--- src/rtl/lsu_mem_port.sv ---
// lsu_mem_port: single-outstanding load/store port between execute and data memory.
// Ports:
//   i_clk, i_rst_n                 clock, asynchronous active-low reset
//   i_valid / o_ready              op handshake from execute (ready only when idle)
//   i_load, i_store, i_funct3      op kind and RV32I width code
//   i_addr, i_wdata                effective byte address, store data
//   i_rd_addr, i_rd_en, i_tid      load destination and issuing thread
//   o_mem_*                        word-aligned request with byte enables and lane data
//   i_mem_gnt, i_mem_rvalid/rdata  grant and read response
//   o_wb_*                         load result to writeback (one-cycle pulse)
//   o_err_*                        misaligned / illegal op report (one-cycle pulse)
module lsu_mem_port #(
   parameter int XLEN     = 32,
   parameter int ADDR_LEN = 32,
   parameter int TID_W    = 2
) (
   input  logic                i_clk,
   input  logic                i_rst_n,
   input  logic                i_valid,
   output logic                o_ready,
   input  logic                i_load,
   input  logic                i_store,
   input  logic [2:0]          i_funct3,
   input  logic [ADDR_LEN-1:0] i_addr,
   input  logic [XLEN-1:0]     i_wdata,
   input  logic [4:0]          i_rd_addr,
   input  logic                i_rd_en,
   input  logic [TID_W-1:0]    i_tid,
   output logic                o_mem_req,
   output logic                o_mem_we,
   output logic [ADDR_LEN-1:0] o_mem_addr,
   output logic [3:0]          o_mem_be,
   output logic [XLEN-1:0]     o_mem_wdata,
   input  logic                i_mem_gnt,
   input  logic                i_mem_rvalid,
   input  logic [XLEN-1:0]     i_mem_rdata,
   output logic                o_wb_valid,
   output logic                o_wb_rd_en,
   output logic [4:0]          o_wb_rd_addr,
   output logic [TID_W-1:0]    o_wb_tid,
   output logic [XLEN-1:0]     o_wb_data,
   output logic                o_err_valid,
   output logic [TID_W-1:0]    o_err_tid,
   output logic [ADDR_LEN-1:0] o_err_addr
);
   typedef enum logic [1:0] {IDLE, REQ, WAIT} state_t;
   state_t r_state, w_next;
   logic                w_accept, w_ld_ok, w_st_ok, w_err, w_misal, w_resp;
   logic [3:0]          w_be;
   logic [XLEN-1:0]     w_wdata, w_ldata;
   logic [7:0]          w_byte;
   logic [15:0]         w_half;
   logic                r_we, r_rd_en, r_wb_valid, r_err_valid;
   logic [3:0]          r_be;
   logic [2:0]          r_funct3;
   logic [4:0]          r_rd_addr;
   logic [TID_W-1:0]    r_tid;
   logic [ADDR_LEN-1:0] r_addr, r_mem_addr;
   logic [XLEN-1:0]     r_mem_wdata, r_wb_data;

   assign o_ready  = (r_state == IDLE);
   assign w_accept = i_valid && o_ready;
   assign w_resp   = (r_state == WAIT) && i_mem_rvalid;
   assign w_ld_ok  = i_funct3 inside {3'b000, 3'b001, 3'b010, 3'b100, 3'b101};
   assign w_st_ok  = i_funct3 inside {3'b000, 3'b001, 3'b010};
   assign w_misal  = (i_funct3[1:0] == 2'b01 && i_addr[0]) ||
                     (i_funct3[1:0] == 2'b10 && i_addr[1:0] != 2'b00);
   assign w_err    = (i_load == i_store) || !(i_load ? w_ld_ok : w_st_ok) || w_misal;
   assign w_be     = i_funct3[1:0] == 2'b00 ? 4'b0001 << i_addr[1:0] :
                     i_funct3[1:0] == 2'b01 ? (i_addr[1] ? 4'b1100 : 4'b0011) : 4'b1111;
   // Narrow stores are replicated across lanes so the byte enables alone pick the target.
   assign w_wdata  = i_funct3[1:0] == 2'b00 ? {4{i_wdata[7:0]}} :
                     i_funct3[1:0] == 2'b01 ? {2{i_wdata[15:0]}} : i_wdata;
   // Lane selection uses the byte offset captured at accept, not the aligned request address.
   assign w_half   = r_addr[1] ? i_mem_rdata[31:16] : i_mem_rdata[15:0];
   assign w_byte   = r_addr[0] ? w_half[15:8] : w_half[7:0];
   assign w_ldata  = r_funct3 == 3'b000 ? {{(XLEN-8){w_byte[7]}}, w_byte} :
                     r_funct3 == 3'b001 ? {{(XLEN-16){w_half[15]}}, w_half} :
                     r_funct3 == 3'b100 ? {{(XLEN-8){1'b0}}, w_byte} :
                     r_funct3 == 3'b101 ? {{(XLEN-16){1'b0}}, w_half} : i_mem_rdata;

   always_ff @(posedge i_clk or negedge i_rst_n) begin
      if (!i_rst_n) r_state <= IDLE;
      else          r_state <= w_next;
   end

   always_comb begin
      w_next = r_state;
      case (r_state)
         IDLE:    if (w_accept && !w_err) w_next = REQ;
         REQ:     if (i_mem_gnt) w_next = r_we ? IDLE : WAIT;
         WAIT:    if (i_mem_rvalid) w_next = IDLE;
         default: w_next = IDLE;
      endcase
   end

   always_ff @(posedge i_clk or negedge i_rst_n) begin
      if (!i_rst_n) begin
         r_we        <= 1'b0;
         r_be        <= '0;
         r_mem_addr  <= '0;
         r_mem_wdata <= '0;
         r_funct3    <= '0;
         r_addr      <= '0;
         r_tid       <= '0;
         r_rd_addr   <= '0;
         r_rd_en     <= 1'b0;
         r_wb_valid  <= 1'b0;
         r_wb_data   <= '0;
         r_err_valid <= 1'b0;
      end else begin
         r_wb_valid  <= w_resp;
         r_err_valid <= w_accept && w_err;
         if (w_accept) begin
            r_funct3  <= i_funct3;
            r_addr    <= i_addr;
            r_tid     <= i_tid;
            r_rd_addr <= i_rd_addr;
            r_rd_en   <= i_rd_en;
         end
         if (w_accept && !w_err) begin
            r_we        <= i_store;
            r_be        <= w_be;
            r_mem_addr  <= {i_addr[ADDR_LEN-1:2], 2'b00};
            r_mem_wdata <= w_wdata;
         end
         if (w_resp) r_wb_data <= w_ldata;
      end
   end

   assign o_mem_req    = (r_state == REQ);
   assign o_mem_we     = r_we;
   assign o_mem_addr   = r_mem_addr;
   assign o_mem_be     = r_be;
   assign o_mem_wdata  = r_mem_wdata;
   assign o_wb_valid   = r_wb_valid;
   // Writes to x0 still access memory but never reach the register file.
   assign o_wb_rd_en   = r_rd_en && (r_rd_addr != 5'd0);
   assign o_wb_rd_addr = r_rd_addr;
   assign o_wb_tid     = r_tid;
   assign o_wb_data    = r_wb_data;
   assign o_err_valid  = r_err_valid;
   assign o_err_tid    = r_tid;
   assign o_err_addr   = r_addr;
endmodule
--- config.mk ---
export PLATFORM = sky130hd
export DESIGN_NAME = lsu_mem_port
export DESIGN_NICKNAME = d
export VERILOG_FILES = /design/src/rtl/lsu_mem_port.sv
export SDC_FILE = /design/constraint.sdc
export NUM_CORES = 1
export LEC_CHECK = 0
export BUFFER_PORTS_ARGS = -buffer_cell sky130_fd_sc_hd__buf_4
export CAP_MARGIN = 20
export CORE_UTILIZATION = 49
export CTS_BUF_LIST = sky130_fd_sc_hd__clkbuf_16
export DETAILED_ROUTE_END_ITERATION = 10
export PLACE_DENSITY_LB_ADDON = 0.05
export SLEW_MARGIN = 20
export SYNTH_ARGS = -nofsm -noshare
export SYNTH_HDL_FRONTEND = slang
export SYNTH_SLANG_ARGS = --single-unit
--- constraint.sdc ---
create_clock -name i_clk -period 2.2 [get_ports i_clk]
set_clock_uncertainty 0.15 [all_clocks]
set_input_delay 0.44 -clock i_clk [delete_from_list [all_inputs] [get_ports i_clk]]
set_output_delay 0.44 -clock i_clk [all_outputs]
set_load 0.03 [all_outputs]
==> After elaboration in Yosys (flattened, before gate mapping) <==
Index checks and enable logic that the tools add are counted.
{ "totals": {"ff_bits": 146, "in_bits": 114} }
{ "op_classes": {"eq_ne": 15, "shift": 1, "mux": 17, "reduce_logical": 21} }
{ "ops": {"columns": ["op", "n"], "rows": [
  ["2-to-1 mux 32 bit", 6],
  ["2-to-1 mux 16 bit", 1],
  ["equality test 3 bit, second input constant", 4],
  ["2-to-1 mux 4 bit", 3],
  ["nonzero test 5 bit", 2],
  ["2-to-1 mux 2 bit", 4],
  ["2-to-1 mux 8 bit", 1],
  ["logical AND 1 bit", 7],
  ["equality test 3 x 1 -> 1 bit, second input constant", 2],
  ["logical NOT 3 bit", 2],
  ["one-hot mux 2 bit (3 select lines)", 1],
  ["equality test 2 x 1 -> 1 bit, second input constant", 2],
  ["equality test 2 bit, second input constant", 2],
  ["logical NOT 2 bit", 2],
  ["inequality test 2 x 1 -> 1 bit, second input constant", 2],
  ["left shift 1 x 2 -> 4 bit, first input constant", 1],
  ["equality test 3 x 2 -> 1 bit, second input constant", 1],
  ["logical OR 1 bit", 3],
  ["AND reduction 3 bit", 1],
  ["nonzero test 3 bit", 1],
  ["logical NOT 1 bit", 2],
  ["inequality test 2 bit, second input constant", 1],
  ["nonzero test 2 bit", 1],
  ["equality test 1 bit", 1],
  ["2-to-1 mux 1 bit", 1]
]} }

==> Longest topological paths before layout <==
{ "logic_depth": {"depth_word": 10, "mapped_depth": 7, "depth_no_buf": 4} }

==> Worst setup path after synthesis <==
No wires, ideal clock.
{ "synth_path": {"path_type": "register to output", "start": "register r_rd_addr[0] (netlist: o_wb_rd_addr[0])", "end": "output port o_wb_rd_en", "arrival_time_ns": 1.297, "path_slack_ns": 0.313, "path_stages_with_launch": 3, "cell_sequence": "dfrtp_1 > or4_1 > o21a_1"} }
{ "synth_between": {"elab_chain_cells": 2} }
{ "synth_rtl": {"columns": ["element", "line_no", "rtl"], "rows": [
  ["start, declared", "56", "logic [4:0] r_rd_addr;"],
  ["start signal, assigned", "118", "r_rd_addr <= i_rd_addr;"],
  ["nonzero test 5 bit", "138", "assign o_wb_rd_en = r_rd_en && (r_rd_addr != 5'd0);"],
  ["logical AND 1 bit", "138", null],
  ["end, declared", "38", "output logic o_wb_rd_en,"]
]} }
Every way passes these cells.

==> Final worst setup path <==
{ "layout_path": {"start": "register r_rd_addr[2] (netlist: o_wb_rd_addr[2])", "end": "output port o_wb_rd_en"} }
Same word-level chain as after synthesis.

==> flow_metrics.env <==
export IMPL_regArea_mm2=0.00365
export IMPL_fillers=934
export IMPL_cts_root_buf="clkbuf_16"
export IMPL_die_area_mm2=0.0136
export IMPL_drv_cap=0
export IMPL_htreeDepth=4
export IMPL_rows=41
export IMPL_synth_async_reset_ratio=1.00
export IMPL_initial_utilization=0.508
export IMPL_core_area_mm2=0.0127
export IMPL_via_per_inst=5.20
export IMPL_crit_slowest_cell="or4_4"
export IMPL_synth_top_family_by_area="multiplexers"
export IMPL_cts_buffers=17
export IMPL_hold_viol=0
export IMPL_fp_dieH_um=117
export IMPL_report_power_total_mw=11.5
export IMPL_hold_end="r_state[1]"
export IMPL_use_met3=0.0870
export IMPL_synth_cell_types=39
export IMPL_hp_start="i_mem_rvalid"
export IMPL_clock_sinks=146
export IMPL_fmax_ghz=0.451
export IMPL_clkTransAtPathRegs_ns=0.06
export IMPL_grtUsageMet1=0.302
export IMPL_r2r_start="r_funct3[0]"
export IMPL_synth_most_common_cell="dfrtp_1"
export IMPL_synth_seq_cells=146
export IMPL_path_delay_family="simple AND/OR/NAND/NOR gates"
export IMPL_dr_total_vias=5221
export IMPL_yosys_top_cells_area="dfrtp_1, mux2_2, mux2i_1, nand2_1, a21oi_1"
export IMPL_synth_edf_count=0
export IMPL_fin_ws_ns=-0.0192
export IMPL_antenna_left=0
export IMPL_drt_iter0_drc=343
export IMPL_port_buffers=258
export IMPL_multi_input_comb_area_mm2=0.00261
export IMPL_r2r_cells=4
export IMPL_pre_cts_ws_ns=0.197
export IMPL_grt_max_degree=59
export IMPL_synth_compound_area_share=0.0872
export IMPL_crit_path_start_kind="flop"
export IMPL_finalNonFillerCells=1005
export IMPL_syn_to_final_growth_pct=43.3
export IMPL_rsz0062_at_grt="true"
export IMPL_post_route_cells_drive_above_1_share=0.486
export IMPL_num_nets_final=935
export IMPL_crit_buf_inv=1
export IMPL_fin_tns_setup_ns=-0.0192
export IMPL_end_kind="output port"
export IMPL_r2r_end="o_wb_data[1]"
export IMPL_critPathMaxFanout=2
export IMPL_grt_antenna_before_repair=0
export IMPL_cp_cell_sequence="or4_4, o21a_1, buf_6"
export IMPL_crit_type="flop to output port"
export IMPL_r2r_slack_ns=0.37
export IMPL_violations="negative setup slack"
export IMPL_syn_area_per_cell_um2=11.6
export IMPL_dp_cells=969
export IMPL_grt_busiest_layer="met2"
export IMPL_hp_class="input port to flop"
export IMPL_grt_pass1_vias=5251
export IMPL_dpl_hpwl_mm=12.7
export IMPL_clk_path_buf_depth=2
export IMPL_wirelength_mm=17.1
export IMPL_globalRouteOverflowTotal=0
export IMPL_hold_depth=2
export IMPL_seq_area_frac_synth=0.566
export IMPL_fin_crit_ns=2.22
export IMPL_drc=0
export IMPL_dieWidth_um=117
export IMPL_synthFlopType="dfrtp_1"
export IMPL_synthAdderAreaFrac=0
export IMPL_synth_top_cell_area_share=0.566
export IMPL_io_pins=261
export IMPL_min_period_over_period=1.01
export IMPL_wl_per_cell_um=17.0
export IMPL_syn_inst=556
export IMPL_setup_viol=1
export IMPL_yosys_area_top_type="dfrtp_1"
export IMPL_status="finished with violations"
export IMPL_worstPathArrival_ns=1.63
export IMPL_yosysWarnings=0
export IMPL_ir_drop_v=0.000846
export IMPL_leakagePower_nw=4.54
export IMPL_grt_pass1_wl_mm=26.2
export IMPL_clk_latency_ns=0.41
export IMPL_cts_tree="done"
export IMPL_yosys_area_share_simple=0.114
export IMPL_ys_top_cells_by_count="dfrtp_1, mux2_2, nand2_1"
export IMPL_slew_headroom=0.656
export IMPL_gr_usage_met2=0.430
export IMPL_gr_usage_all_layers=0.255
export IMPL_syn_area_mm2=0.00646
export IMPL_cp_slowest_stage_delay_ns=0.52
export IMPL_yosys_area_share_xor_xnor=0
export IMPL_place_area_mm2=0.00867
export IMPL_worst_ep_required_time_ns=1.61
export IMPL_cellPowerDensity_mw_per_mm2=1240
export IMPL_num_antenna_cells=0
export IMPL_drtPass1Iterations=4
export IMPL_gp_congestion=0.808
export IMPL_design_area_mm2=0.00926
export IMPL_max_slew_worst_pin_slew_ns=0.516
export IMPL_synth_mux_area_frac=0.198
export IMPL_slew_violations=0
[state kept, by name (all words and copies together) (netlist names)]
| register | cells |
|---|---|
| o_wb_data | 32 |
| o_err_tid | 2 |
| r_state | 2 |
| o_err_addr | 32 |
| o_mem_wdata | 32 |
| o_mem_we | 1 |
| o_mem_addr | 30 |
| r_rd_en | 1 |
| o_mem_be | 4 |
| o_err_valid | 1 |
| o_wb_rd_addr | 5 |
| o_wb_valid | 1 |
| r_funct3 | 3 |
[metrics by stage]
stage                      util  hold WS, ns
after global placement    0.681        0.272
after detailed placement  0.681        0.272
final                     0.728       0.0715
after CTS                 0.727       0.0509
after floorplan               -     -0.00559
after global routing      0.728       0.0525
[final cells by class]
class | instances | area share
flip-flops and latches | 146 | 0.395
repair buffers | 286 | 0.240
clock buffers | 17 | 0.0460
well taps | 172 | 0.0232
clock inverters | 14 | 0.0126
multi-input cells | 365 | 0.282
inverters | 5 | 0.00203
[placed cells by master, fill, tap and decap left out, types with 2 or more instances in the layout]
cell type / n
a21oi_1: 34
a22oi_1: 7
a31oi_1: 7
buf_12: 5
buf_4: 278
buf_6: 2
clkbuf_16: 17
clkinv_1: 2
clkinv_2: 3
clkinvlp_4: 5
conb_1: 2
dfrtp_1: 146
inv_1: 5
inv_6: 2
mux2_2: 79
mux2_4: 3
mux2i_1: 32
nand2_1: 55
nand2b_1: 15
nand3_1: 34
nand4_1: 2
nor2_1: 26
nor2b_1: 10
nor3_1: 4
nor3b_2: 2
o21ai_0: 31
o22a_1: 7
[worst max path at each step]
| stage | end | from | cells past startpoint | slack [ns] |
|---|---|---|---|---|
| 5_1_grt | o_wb_rd_en | o_wb_rd_addr[2] | 3 | -0.08 |
| 6_report | o_wb_rd_en | o_wb_rd_addr[2] | 3 | -0.02 |
| 2_1_floorplan | o_wb_rd_en | o_wb_rd_addr[0] | 2 | 0.31 |
| 3_5_place_dp | o_mem_addr[28] | i_store | 6 | 0.20 |
| 3_3_place_gp | o_mem_addr[26] | i_store | 6 | 0.23 |
| 4_1_cts | o_wb_rd_en | o_wb_rd_addr[2] | 3 | -0.06 |
[logic make-up after synthesis]
group                  after synthesis
multiplexers                       115
buffers and inverters               46
flip-flops                         146
AO/OA/AOI/OAI                       94
other                                1
AND/OR/NAND/NOR                    154
[routing by layer]
metal	vias up	wire length [µm]	share of wire
li1	2477	-	-
met1	2506	6750	0.39
met2	214	8720	0.51
met3	24	1300	0.076
met4	0	336	0.020
met5	-	0	0
[timing repair]
item,4_1_cts,5_1_grt
hold endpoints to repair,48,0
gates resized for setup,1,1
hold buffers,1,0
cloned,0,0
endpoints found under the setup margin,1,1
setup buffers,3,1
pin swaps,2,1
[where the power goes]
part / switching [mW] / internal [mW] / total [mW]
combinational: 2.87 / 1.93 / 4.79
sequential: 0.515 / 3.54 / 4.05
clock: 1.10 / 1.54 / 2.64
total: 4.48 / 7.00 / 11.5
[worst reg2reg max path, cell delays in order (launching register included)]
cell	delay, ns
dfrtp_1	0.55
nor3b_2	0.53
a22oi_1	0.14
o22a_1	0.23
a21oi_1	0.15
Power figures use the tool's default switching activity.
